--- src/rtl/jk_bank_if.sv ---
// Bundle between the requesters and the JK bit bank arbiter: commands in,
// grant and bank state out.
interface jk_bank_if #(
   parameter int unsigned NREQ  = 4,
   parameter int unsigned NBITS = 8
);
   localparam int unsigned IDX_W = $clog2(NBITS);
   localparam int unsigned CNT_W = 16;

   logic [NREQ-1:0]       req;
   logic [NREQ-1:0]       j;
   logic [NREQ-1:0]       k;
   logic [IDX_W*NREQ-1:0] sel;
   logic [NREQ-1:0]       gnt;
   logic [NBITS-1:0]      q;
   logic [CNT_W-1:0]      op_cnt;

   modport master (output req, j, k, sel, input gnt, q, op_cnt);
   modport slave  (input req, j, k, sel, output gnt, q, op_cnt);
endinterface

--- src/rtl/jk_bank_arbiter.sv ---
// Round-robin arbiter granting one requester per cycle a JK update on one bit
// of a shared register bank; counts updates that actually flipped a bit.
module jk_bank_arbiter #(
   parameter int unsigned NREQ  = 4,
   parameter int unsigned NBITS = 8
) (
   input logic         clk,
   input logic         rst,
   jk_bank_if.slave    bus
);
   localparam int unsigned PTR_W = $clog2(NREQ);
   localparam int unsigned IDX_W = $clog2(NBITS);
   localparam int unsigned CNT_W = 16;

   logic [PTR_W-1:0] ptr_q, ptr_d;
   logic [NBITS-1:0] q_q, q_d;
   logic [CNT_W-1:0] cnt_q, cnt_d;

   logic [NREQ-1:0]  gnt_c;
   logic [PTR_W-1:0] gidx_c;
   logic             found_c;
   logic [IDX_W-1:0] sel_c;
   logic             old_c;
   logic             new_c;

   // Search from ptr upward (mod NREQ); reset masks every grant.
   always_comb begin
      logic [PTR_W-1:0] idx;
      gnt_c   = '0;
      gidx_c  = '0;
      found_c = 1'b0;
      idx     = '0;
      if (!rst) begin
         for (int unsigned off = 0; off < NREQ; off++) begin
            idx = PTR_W'(ptr_q + PTR_W'(off));
            if (!found_c && bus.req[idx]) begin
               found_c     = 1'b1;
               gidx_c      = idx;
               gnt_c[idx]  = 1'b1;
            end
         end
      end
   end

   // Command decode of the winning requester and next-state update.
   always_comb begin
      ptr_d = ptr_q;
      q_d   = q_q;
      cnt_d = cnt_q;
      sel_c = '0;
      for (int unsigned i = 0; i < NREQ; i++) begin
         if (gidx_c == PTR_W'(i)) sel_c = bus.sel[i*IDX_W +: IDX_W];
      end
      old_c = q_q[sel_c];
      unique case ({bus.j[gidx_c], bus.k[gidx_c]})
         2'b00:   new_c = old_c;
         2'b01:   new_c = 1'b0;
         2'b10:   new_c = 1'b1;
         default: new_c = ~old_c;
      endcase
      if (found_c) begin
         q_d[sel_c] = new_c;
         ptr_d      = PTR_W'(gidx_c + PTR_W'(1));
         if (new_c != old_c) cnt_d = CNT_W'(cnt_q + CNT_W'(1));
      end
   end

   always_ff @(posedge clk) begin
      if (rst) begin
         ptr_q <= '0;
         q_q   <= '0;
         cnt_q <= '0;
      end else begin
         ptr_q <= ptr_d;
         q_q   <= q_d;
         cnt_q <= cnt_d;
      end
   end

   assign bus.gnt    = gnt_c;
   assign bus.q      = q_q;
   assign bus.op_cnt = cnt_q;
endmodule

--- src/flat_wrapper.sv ---
// flat-port wrapper written by rule: the top's interface ports become plain ports
module jk_bank_arbiter_flat 
#(
   parameter int unsigned NREQ  = 4,
   parameter int unsigned NBITS = 8
)
  (clk, rst, bus_req, bus_j, bus_k, bus_sel, bus_gnt, bus_q, bus_op_cnt);
  jk_bank_if #(.NREQ(NREQ), .NBITS(NBITS)) bus_i ();
  input logic clk;
  input logic rst;
  input wire logic [$bits(bus_i.req)-1:0] bus_req;
  input wire logic [$bits(bus_i.j)-1:0] bus_j;
  input wire logic [$bits(bus_i.k)-1:0] bus_k;
  input wire logic [$bits(bus_i.sel)-1:0] bus_sel;
  output wire logic [$bits(bus_i.gnt)-1:0] bus_gnt;
  output wire logic [$bits(bus_i.q)-1:0] bus_q;
  output wire logic [$bits(bus_i.op_cnt)-1:0] bus_op_cnt;
  assign bus_i.req = bus_req;
  assign bus_i.j = bus_j;
  assign bus_i.k = bus_k;
  assign bus_i.sel = bus_sel;
  assign bus_gnt = bus_i.gnt;
  assign bus_q = bus_i.q;
  assign bus_op_cnt = bus_i.op_cnt;
  jk_bank_arbiter #(.NREQ(NREQ), .NBITS(NBITS)) u_core (.clk(clk), .rst(rst), .bus(bus_i));
endmodule
--- config.mk ---
export PLATFORM = sky130hd
export DESIGN_NAME = jk_bank_arbiter_flat
export DESIGN_NICKNAME = d
export VERILOG_FILES = /design/src/rtl/jk_bank_if.sv /design/src/rtl/jk_bank_arbiter.sv /design/src/flat_wrapper.sv
export SDC_FILE = /design/constraint.sdc
export NUM_CORES = 1
export LEC_CHECK = 0
export BUFFER_PORTS_ARGS = -buffer_cell sky130_fd_sc_hd__buf_2
export CAP_MARGIN = 15
export CORE_ASPECT_RATIO = 0.75
export CORE_UTILIZATION = 59
export CTS_CLUSTER_SIZE = 30
export DETAILED_ROUTE_END_ITERATION = 16
export GPL_TIMING_DRIVEN = 1
export PLACE_DENSITY = 0.93
export SLEW_MARGIN = 20
export SYNTH_ARGS = -nofsm -noshare
export SYNTH_HDL_FRONTEND = slang
export SYNTH_SLANG_ARGS = --single-unit
export TNS_END_PERCENT = 20
--- constraint.sdc ---
create_clock -name clk -period 10.45 [get_ports clk]
set_input_delay 1.045 -clock clk [delete_from_list [all_inputs] [get_ports clk]]
set_output_delay 1.045 -clock clk [all_outputs]
set_load 0.02 [all_outputs]
* Word level (Yosys, flattened, before mapping)
Index checks and enable logic that the tools add are counted.
** Word-level totals
- Flip-flop bits (word level) :: 26
- Input port bits :: 26
- Output and inout port bits :: 28
- Word-level logic and storage cells :: 94
** Cells by class
- Add/sub/neg operators :: 5
- Magnitude comparators :: 11
- Equal/unequal tests :: 6
- Muxes and demuxes :: 51
- Bitwise logic cells :: 4
- Reductions and logical operators :: 14
** Operators with widths (number)
- two-way mux 4 bit :: 8
- two-way mux 1 bit :: 20
- adder 16 x 1 -> 16 bit (second input constant) :: 1
- less-than comparator 2 x 3 -> 1 bit (second input constant) :: 5
- binary-select mux 1 bit (select 2 bit) :: 6
- two-way mux 3 bit :: 4
- bitwise OR 4 bit :: 3
- two-way mux 2 bit :: 5
- bitwise mux 8 bit :: 1
- demux 1 bit (select 2 bit) :: 4
- >= comparator 2 x 1 -> 1 bit (second input constant) :: 4
- logical AND 1 bit :: 8
- == test 2 bit (second input constant) :: 3
- adder 2 x 1 -> 2 bit (second input constant) :: 2
- adder 2 bit (second input constant) :: 2
- == test 2 x 1 -> 1 bit (second input constant) :: 2
- zero test 2 bit :: 2
- less-than comparator 3 x 4 -> 1 bit (second input constant) :: 1
- binary-select mux 1 bit (select 3 bit) :: 1
- demux 1 bit (select 3 bit) :: 1
- >= comparator 3 x 1 -> 1 bit (second input constant) :: 1
- zero test 1 bit :: 3
- one-hot mux 1 bit (3 select lines) :: 1
- AND reduction 2 bit :: 1
- 2 further kinds :: 2

* Longest topological paths before layout
Gate-level depths: netlist of run 1.
- Word-level depth :: 27
- Mapped depth :: 19
- Mapped depth without buffers :: 16

* Worst setup path after synthesis of run 1
OpenSTA, ideal clock, no wires.
- Kind :: input -> register
- Start :: input port bus_req[3]
- End :: register u_core.cnt_q[12], in the netlist u_core.bus.op_cnt[12]
- Setup time :: 123 ps
- Arrival :: 4566 ps
- Required time :: 10327 ps
- Slack :: 5761 ps
- Stages on the path :: 15
- Buffers on the path :: 2
- Path through :: buf_4 -> mux2_2 -> mux2i_1 -> nor2_2 -> o311a_4 -> ha_1 -> buf_6 -> nor2b_1 -> a211oi_2 -> mux2_2 -> o22a_1 -> and2_4 -> nor4_4 -> o2111ai_1 -> mux2_1
** On the way
- Cells in the longest elaborated chain, start to end :: 27
- Elaborated cells on any way between the ends :: 48
- Those cells by class :: eq/ne: 6; mux: 32; bitwise: 1; reduce/logical: 9
** Ends and longest elaborated chain
- from (decl) :: line flat_wrapper.sv:11 : input wire logic [$bits(bus_i.req)-1:0] bus_req;
- binary-select mux 1 bit (select 2 bit) :: line jk_bank_arbiter.sv:36 : if (!found_c && bus.req[idx]) begin
- two-way mux 1 bit (not written as such) :: line jk_bank_arbiter.sv:36
- two-way mux 1 bit :: line jk_bank_arbiter.sv:36
- two-way mux 1 bit :: line jk_bank_arbiter.sv:33 : if (!rst) begin
- zero test 1 bit :: line jk_bank_arbiter.sv:36
- logical AND 1 bit :: line jk_bank_arbiter.sv:36
- two-way mux 1 bit :: line jk_bank_arbiter.sv:36
- two-way mux 1 bit :: line jk_bank_arbiter.sv:33
- [8 not listed]
- zero test 2 bit :: line jk_bank_arbiter.sv:52 : if (gidx_c == PTR_W'(i)) sel_c = bus.sel[i*IDX_W +: IDX_W];
- two-way mux 3 bit (4 in a row) :: line jk_bank_arbiter.sv:52
- binary-select mux 1 bit (select 3 bit) :: line jk_bank_arbiter.sv:54 : old_c = q_q[sel_c];
- two-way mux 1 bit (not written as such) :: line jk_bank_arbiter.sv:54
- inverter 1 bit :: line jk_bank_arbiter.sv:59 : default: new_c = ~old_c;
- one-hot mux 1 bit (3 select lines) :: line jk_bank_arbiter.sv:55 : unique case ({bus.j[gidx_c], bus.k[gidx_c]})
- inequality test 1 bit :: line jk_bank_arbiter.sv:64 : if (new_c != old_c) cnt_d = CNT_W'(cnt_q + CNT_W'(1));
- AND reduction 2 bit (no source line) (*)
- to (signal assigned) :: line jk_bank_arbiter.sv:76 : cnt_q <= cnt_d;
- to (decl) :: line jk_bank_arbiter.sv:17 : logic [CNT_W-1:0] cnt_q, cnt_d;
Every way passes the cells marked *; elsewhere a longest branch is shown, timed or not. The select of a mux whose other input is x is not followed.
A chain may end at the register's enable or synchronous reset.

* Worst setup path in the final report of run 1
- Start :: register u_core.ptr_q[0]
- End :: register u_core.q_q[1], in the netlist u_core.bus.q[1]
** On the way
- Cells in the longest elaborated chain, start to end :: 26
- Elaborated cells on any way between the ends :: 55
- Those cells by class :: add/sub: 3; order compare: 2; eq/ne: 5; mux: 35; bitwise: 1; reduce/logical: 9
** Ends and longest elaborated chain
- from (decl) :: line jk_bank_arbiter.sv:15 : logic [PTR_W-1:0] ptr_q, ptr_d;
- from (signal assigned) :: line jk_bank_arbiter.sv:74 : ptr_q <= ptr_d;
- binary-select mux 1 bit (select 2 bit) :: line jk_bank_arbiter.sv:36
- two-way mux 1 bit (not written as such) :: line jk_bank_arbiter.sv:36
- two-way mux 1 bit :: line jk_bank_arbiter.sv:36
- two-way mux 1 bit :: line jk_bank_arbiter.sv:33
- zero test 1 bit :: line jk_bank_arbiter.sv:36
- logical AND 1 bit :: line jk_bank_arbiter.sv:36
- two-way mux 1 bit :: line jk_bank_arbiter.sv:36
- two-way mux 1 bit :: line jk_bank_arbiter.sv:33
- [7 not listed]
- two-way mux 2 bit :: line jk_bank_arbiter.sv:33
- zero test 2 bit :: line jk_bank_arbiter.sv:52
- two-way mux 3 bit (4 in a row) :: line jk_bank_arbiter.sv:52
- less-than comparator 3 x 4 -> 1 bit (not written as such), or another cell as far along :: line jk_bank_arbiter.sv:62 : q_d[sel_c] = new_c;
- logical AND 1 bit (not written as such) / two-way mux 1 bit (equally long branches) :: line jk_bank_arbiter.sv:62, jk_bank_arbiter.sv:54
- two-way mux 1 bit (not written as such) / inverter 1 bit (equally long branches) :: line jk_bank_arbiter.sv:62, jk_bank_arbiter.sv:59
- demux 1 bit (select 3 bit) / one-hot mux 1 bit (3 select lines) (equally long branches)
- bitwise mux 8 bit :: line jk_bank_arbiter.sv:62
- to (signal assigned) :: line jk_bank_arbiter.sv:75 : q_q <= q_d;
- to (decl) :: line jk_bank_arbiter.sv:16 : logic [NBITS-1:0] q_q, q_d;
Parallel ways exist; a longest one is shown, timed or not. The select of a mux whose other input is x is not followed.

==> impl.org, run 1 <==
** Worst setup path
- Setup slack on the worst reg-to-reg path comes out at 4.92 ns.
- The worst setup path is captured at a register.
- Combined buffer and inverter count along the critical path :: 1
- The critical path is of the register to register type.
- The kind of cell with the highest combined delay along the critical path is compound AO/OA/AOI/OAI gates.
- CP Launch Point :: u_core.ptr_q[0]
- Worst path most repeated cell :: ha_1
- Crit path arrival time :: 5.73 ns
- Crit start category :: register
- Data required time of the critical path :: 10.65 ns
- The most critical setup path has its endpoint at u_core.bus.q[1].
- Worst path depth :: 14
- Sequence of cells on the critical path :: inv_1 -> ha_1 -> mux4_2 -> nor2_2 -> o311a_4 -> ha_1 -> a211oi_1 -> a211oi_2 -> mux2_2 -> o22a_1 -> and2_4 -> nor3_1 -> o21ai_0 -> a21oi_1
- The slowest stage of the critical path belongs to the cell dfxtp_1.
- The startpoint identified for the worst register-to-register timing path is u_core.ptr_q[0].
- On the worst path, the slowest cell contributes a delay of 0.67 ns.
- Along the worst path, the maximum fanout reaches 16.
- R2R depth :: 14
- The worst register-to-register path ends at u_core.bus.q[1].

** Logic synthesis
- Counting distinct cell types in the post-synthesis netlist gives 62.
- Post-synthesis instance total :: 272
- Top_reg_cell synth :: dfxtp_1
- Avg Cell Area, Syn :: approximately 8.5 µm²
- Async set or reset register ratio after synthesis :: 0
- The synthesized design contains 26 register bits.
- Mapped cell area :: 0.00231 mm²
- Part of the Yosys area used for sequential elements :: 0.225
- Counting every net in the synthesized netlist gives roughly 310.
- The synthesized design contains 0 enable-type register cells.
- For this run, the number of Yosys warnings is 0.

** Job
- Max-capacitance violation count :: 0

** Layout
- In the final layout, the share of cells above drive strength 1 is 0.278.
- Number of antenna diodes :: 0
- Final net count :: between 300 and 400
- Syn-to-layout area delta :: 12.5%
- Leaving out fill and tap cells, the most frequent cell in the layout is buf_2.
- Counting the fill cells in the layout gives 299.
- In the layout the commonest cells are buf_2 (53), nor2_1 (29), dfxtp_1 (26), o21ai_0 (22), a21oi_1 (19).

** Clocking
- Post-CTS Setup Bufs :: 0
- TritonCTS clock tree :: done
- Counting the buffers created by CTS gives 3.
- Once the clock tree was built, the resizer swapped 0 gates to a different size.
- Clk Tree Root Cell :: clkbuf_8
- At the later pin of the worst-skew pair, clock insertion delay measures 0.27 ns.
- Clock sink total :: 26
- Level count of the clock H-tree :: 1
- # hold bufs at CTS :: 0
- After clock tree synthesis, the clock-pin slew on the worst setup and hold paths is 0.09 ns.
- Max Root-Sink Buffers :: 2

** STA
- Actual slew at the worst max-slew pin :: 0.724 ns
- Setup repair after global routing left no endpoint under its margin.
- In the post-route analysis, the smallest setup slack over all paths is 4.92 ns.
- Final hold violation count :: 0
- Period Utilization, post-route :: 0.529
- In this run the tightest slew margin relative to its limit is 0.517.
- Final count of pins violating max slew :: 0
- Final setup violation count :: 0
- Worst hold slack :: between 0.4 and 0.5 ns
- Final sum of negative setup slack :: 0 ns
- Between clock sinks in the finished design, the worst skew comes to 0.00337 ns.
- Static timing analysis puts the maximum clock frequency at around 0.18 GHz.
- Time the final worst path needs with I/O delays and setup :: 5.53 ns

** Floorplan
- Initial Utilization :: 0.624
- The die is ~74 µm wide.
- DIE AREA :: roughly 0.0042 mm²
- The floorplan has 19 rows.
- For this design the top-level I/O count stands at between 50 and 60.
- Measured along the y axis, the die boundary spans between 50 and 60 µm.
- In this run the standard cell core region covers 0.00371 mm².

** Place
- Detailed Place HPWL :: roughly 4.2 mm
- At the end of routability-driven placement, the weighted congestion stood at 0.828.
- Count of buffers from port buffering :: between 50 and 60
- At the placement stage, the worst setup path has a slack of 5.05 ns.

** Routing
- In this run the remaining antenna-violating nets after routing total 0.
- Dividing the detail-routed via count by the number of cells gives 6.16.
- The final layout contains routed wiring with a total length of 5.62 mm.
- Via count :: 2,247
- The first detailed-routing pass ran for 5 iterations.
- DRC violation count after routing :: 0
- In the final routed layout, each cell accounts on average for 15.4 µm.
- The first routing iteration left 179 violations.

** Pwr
- Summed over all cells, the static leakage comes to 1.08 nW.
- VDD sags by at most between 0.07 and 0.08 mV.
- Total power density per cell area :: 155 mW/mm²

** Global routing
- Pin count of the biggest net entering global routing :: 44
- In the global route stage, overall resource usage came out at 0.284.
- The first global-routing pass estimated 9.29 mm of wire.
- Total grt overflow :: 0
- The number of global-route vias before repair came to about 2,000.
- The number of antenna violations at the first check in global routing came to 0.

** Min path
- Hold Crit Class :: register to register

** Run status
- Outcome :: complete, no violations
==> how the worst min path moves through the flow <==
stage | startpoint | end | depth (start not counted)
2_1_floorplan | u_core.ptr_q[1] | u_core.ptr_q[1] | 2
4_1_cts | u_core.bus.op_cnt[4] | u_core.bus.op_cnt[4] | 1
5_1_grt | u_core.bus.op_cnt[4] | u_core.bus.op_cnt[4] | 1
6_report | u_core.bus.op_cnt[4] | u_core.bus.op_cnt[4] | 1
3_3_place_gp | u_core.bus.op_cnt[15] | u_core.bus.op_cnt[15] | 1
3_5_place_dp | u_core.bus.op_cnt[4] | u_core.bus.op_cnt[4] | 1
==> state kept, by name, summed over array words and instances, names as in the netlist <==
| register | count |
|---|---|
| u_core.bus.q | 8 |
| u_core.ptr_q | 2 |
| u_core.bus.op_cnt | 16 |
==> cells in the mapped netlist, drive strengths merged (3+ instances only) <==
cell     number  share of area
nor2         31          0.055
dfxtp        26           0.22
o21ai        24          0.052
a21oi        20          0.045
mux2         17          0.084
ha           13          0.070
nand2        11          0.018
buf          10          0.026
nor2b        10          0.027
inv           9          0.016
a211oi        8          0.046
nor4          7          0.028
a22oi         6          0.019
nand2b        6          0.016
clkbuf        5         0.0086
mux2i         5          0.022
nand3         5          0.011
nor3b         5          0.016
o21a          5          0.019
a221oi        4          0.015
nand3b        4          0.013
and3          3         0.0081
nor3          3         0.0065
o2111ai       3          0.011
o31ai         3         0.0097
or3           3         0.0081
==> metrics by stage <==
stage	total power, mW	area, µm²	utilization	instances
after global placement	0.337	2560	0.691	362
after detailed placement	0.345	2560	0.691	362
after CTS	0.403	2610	0.702	365
after floorplan	0.299	2310	-	272
after global routing	0.432	2610	0.702	365
final	0.404	2610	0.702	365
==> power by group <==
part | total, mW | leakage [nW] | internal (mW) | switching [mW]
clock | 0.0576 | 0.0216 | 0.0259 | 0.0317
sequential | 0.117 | 0.210 | 0.106 | 0.0105
combinational | 0.230 | 0.847 | 0.0894 | 0.140
==> kinds of logic after synthesis <==
| kind of cell | count (synthesis) | synth area share |
|---|---|---|
| compound gates | 90 | 0.295 |
| flops | 26 | 0.225 |
| simple gates | 96 | 0.243 |
| fa+ha+maj | 13 | 0.0703 |
| buf+inv | 24 | 0.0508 |
| mux | 23 | 0.116 |
==> cell type report <==
class                      instances  area [µm²]  area share
multi-input combinational        222        1680       0.644
sequential                        26         520       0.200
timing repair buffer              53         265       0.102
tap                               52        65.1      0.0250
clock buffer                       3        41.3      0.0159
inverter                           9        36.3      0.0139
==> routing by layer <==
layer | part of all wire | wire, µm | up-vias | track usage
met5 | 0 | 0 | - | 0
met4 | 0.014 | 79 | 0 | 0.0620
met3 | 0.077 | 435 | 12 | 0.0543
met2 | 0.44 | 2470 | 117 | 0.423
met1 | 0.47 | 2630 | 1015 | 0.423
li1 | - | - | 1103 | -
Power figures use the tool's default switching activity.
==> run 2: changes to the inputs <==
--- a/config.mk
+++ b/config.mk
@@ -8,11 +8,11 @@
 export BUFFER_PORTS_ARGS = -buffer_cell sky130_fd_sc_hd__buf_2
 export CAP_MARGIN = 15
 export CORE_ASPECT_RATIO = 0.75
-export CORE_UTILIZATION = 59
+export CORE_UTILIZATION = 49
 export CTS_CLUSTER_SIZE = 30
 export DETAILED_ROUTE_END_ITERATION = 16
 export GPL_TIMING_DRIVEN = 1
-export PLACE_DENSITY = 0.93
+export PLACE_DENSITY = 0.84
 export SLEW_MARGIN = 20
 export SYNTH_ARGS = -nofsm -noshare
 export SYNTH_HDL_FRONTEND = slang
==> constraint.sdc (replaced) <==
create_clock -name clk -period 5 [get_ports clk]
set_input_delay 0.5 -clock clk [delete_from_list [all_inputs] [get_ports clk]]
set_output_delay 0.5 -clock clk [all_outputs]
set_load 0.02 [all_outputs]
==> impl.org, run 2 (synthesis gave the netlist of run 1 again) <==
** Layout
- Leaving out fill and tap cells, the most frequent cell in the layout is buf_2.
- Of the cells placed in the final design, the portion with a size suffix greater than 1 is 0.308.
- Fill cell count :: slightly above 400
- In the layout the commonest cells are buf_2 (53), nor2_1 (29), dfxtp_1 (25), o21ai_0 (22), a21oi_1 (19).
- Syn-to-layout area delta :: 16.7%
- Largest register FFs :: 16
- Final net count :: 361
- The repair_antennas step left the layout with diodes totalling 0.

** Global routing
- Vias in the first global route :: 2,026
- Wire length of the first global-routing pass :: 9.29 mm
- In the global route stage, overall resource usage came out at 0.238.
- Antenna violations before repair :: 0
- Pin count of the biggest net entering global routing :: 43
- Total grt overflow :: 0

** Floorplan
- Core Rows :: 21
- Pin placement for this block handled 54 I/O pins.
- Measured along the x axis, the die boundary spans 81.4 µm.
- The floorplan step set the die height to 61.5 µm.
- DIE AREA :: 0.00501 mm²
- Initial Utilization :: 0.515
- Floorplan Core Area :: 0.00449 mm²

** Pwr
- Leakage power of the design :: 1.12 nW
- Total power density per cell area :: approximately 330 mW/mm²
- Across the VDD grid, the largest voltage drop is 0.151 mV.

** STA
- For the pin with the worst max-slew slack, the measured transition is roughly 0.6 ns.
- In the finished design, the share of the clock period the worst path needs comes to 0.950.
- Final hold violation count :: 0
- Setup violations remaining at the end of the flow were counted as 0.
- Timing would allow up to ~0.21 GHz.
- The final number of max-transition violations is 0.
- The tightest hold path in the finished design has a slack of ~0.47 ns.
- Final sum of negative setup slack :: 0 ns
- Clock skew on the completed layout was measured at 0.00181 ns.
- The worst path needs around 4.8 ns of the cycle, external delays included.
- Unrepaired setup endpoints after global routing :: no
- Relative max-transition margin :: 0.604

** Routing
- DRC violation count after routing :: 0
- The count of nets left with antenna violations once routing finished came out at 0.
- Per-cell via count in the routed design :: about 6
- The first routing iteration left 178 violations.
- Via count :: 2,274
- Mean routed wirelength per cell :: 15.7 µm
- For this run, the detailed router's first-pass iteration total came to 5.
- The final layout contains routed wiring with a total length of 5.95 mm.

** Min path
- The worst hold path belongs to the class register to register.

** Job
- Max-cap violations in this run came to 0.

** Run status
- Outcome :: complete, no violations

** Clocking
- Buffers inserted during clock tree synthesis total 3.
- Level count of the clock H-tree :: 1
- Max Root-Sink Buffers :: 2
- Clock input transition at the sequential cells of the worst setup and hold paths :: about 0.09 ns
- In this run the clock root is driven by a clkbuf_8.
- The clock reaches the later pin of the worst-skew pair after around 0.27 ns.
- TritonCTS clock tree :: done
- The clock drives 26 sinks.
- # hold bufs at CTS :: 0

** Worst setup path
- Data required time of the critical path :: 5.17 ns
- Along the worst path, the maximum fanout reaches 17.
- The setup path with the least slack is of type register to register.
- The worst setup path is captured at a register.
- Crit start category :: register
- For the worst setup path, the data arrival time is 4.92 ns.

** Place
- Placer's final routability congestion estimate :: between 0.9 and 1
- Detailed Place HPWL :: 4.28 mm
- Input and output buffers added on the ports amount to 53.
==> run 2: cell count changes in the layout (fill, tap and decap cells not counted), sizes merged <==
| cell | before | now |
|---|---|---|
| buf | 53 | 60 |
| clkbuf | 3 | 4 |
==> run 2: layer usage <==
layer	vias to the layer above	GRT usage	wire length, µm
met1	1050	0.328	2940
met3	10	0.0519	441
met2	99	0.381	2500
met4	0	0.0587	63
met5	-	0	0
li1	1115	-	-
==> run 2: final timing paths <==
check / start / endpoint / slack (ns) / cells past startpoint
max: u_core.ptr_q[1] / u_core.bus.op_cnt[8] / 0.25 / 15
max reg2reg: u_core.ptr_q[1] / u_core.bus.op_cnt[8] / 0.25 / 15
min reg2reg: u_core.bus.op_cnt[15] / u_core.bus.op_cnt[15] / 0.47 / 1
min: u_core.bus.op_cnt[15] / u_core.bus.op_cnt[15] / 0.47 / 1
==> run 2: final cells by class <==
class,count,area (µm²),area share
clock buffers,4,55.1,0.0204
inverters,9,36.3,0.0134
multi-input cells,222,1700,0.629
flip-flops and latches,26,522,0.193
well taps,57,71.3,0.0264
repair buffers,60,318,0.118
==> run 2: through the flow <==
stage | cell area, µm² | util | instances | setup WS, ns | power (mW)
3_3_place_gp | 2600 | 0.579 | 371 | 0.330 | 0.713
6_report | 2700 | 0.601 | 378 | 0.248 | 0.894
4_1_cts | 2660 | 0.591 | 375 | 0.00633 | 0.870
2_1_floorplan | 2310 | - | 272 | 0.355 | 0.626
5_1_grt | 2700 | 0.601 | 378 | 0.0188 | 0.947
3_5_place_dp | 2600 | 0.579 | 371 | 0.0771 | 0.728
==> run 2: worst max-delay path, cell delays in order (launching register included) <==
cell and delay (ns):
dfxtp_2 0.44, inv_1 0.15, ha_1 0.34, mux4_2 0.58, nor2_2 0.26, o311a_4 0.30, inv_4 0.07, ha_1 0.28
nor3b_1 0.19, a211oi_4 0.31, mux2_2 0.39, o22a_1 0.24, and2_4 0.21, o21a_4 0.18, nor4_1 0.36, mux2_1 0.35
==> run 2: report_power, final <==
group | switching (mW) | leakage [nW] | internal (mW)
Clock | 0.0676 | 0.0288 | 0.0705
Combinational | 0.310 | 0.882 | 0.205
Sequential | 0.0173 | 0.211 | 0.223
Total | 0.395 | 1.12 | 0.499
==> run 2: repair_timing <==
action / 4_1_cts / 5_1_grt
endpoints found under the hold margin: 0 / 0
setup endpoints to repair: 0 / 24
gates resized for setup: 0 / 5
buffers inserted: 0 / 3
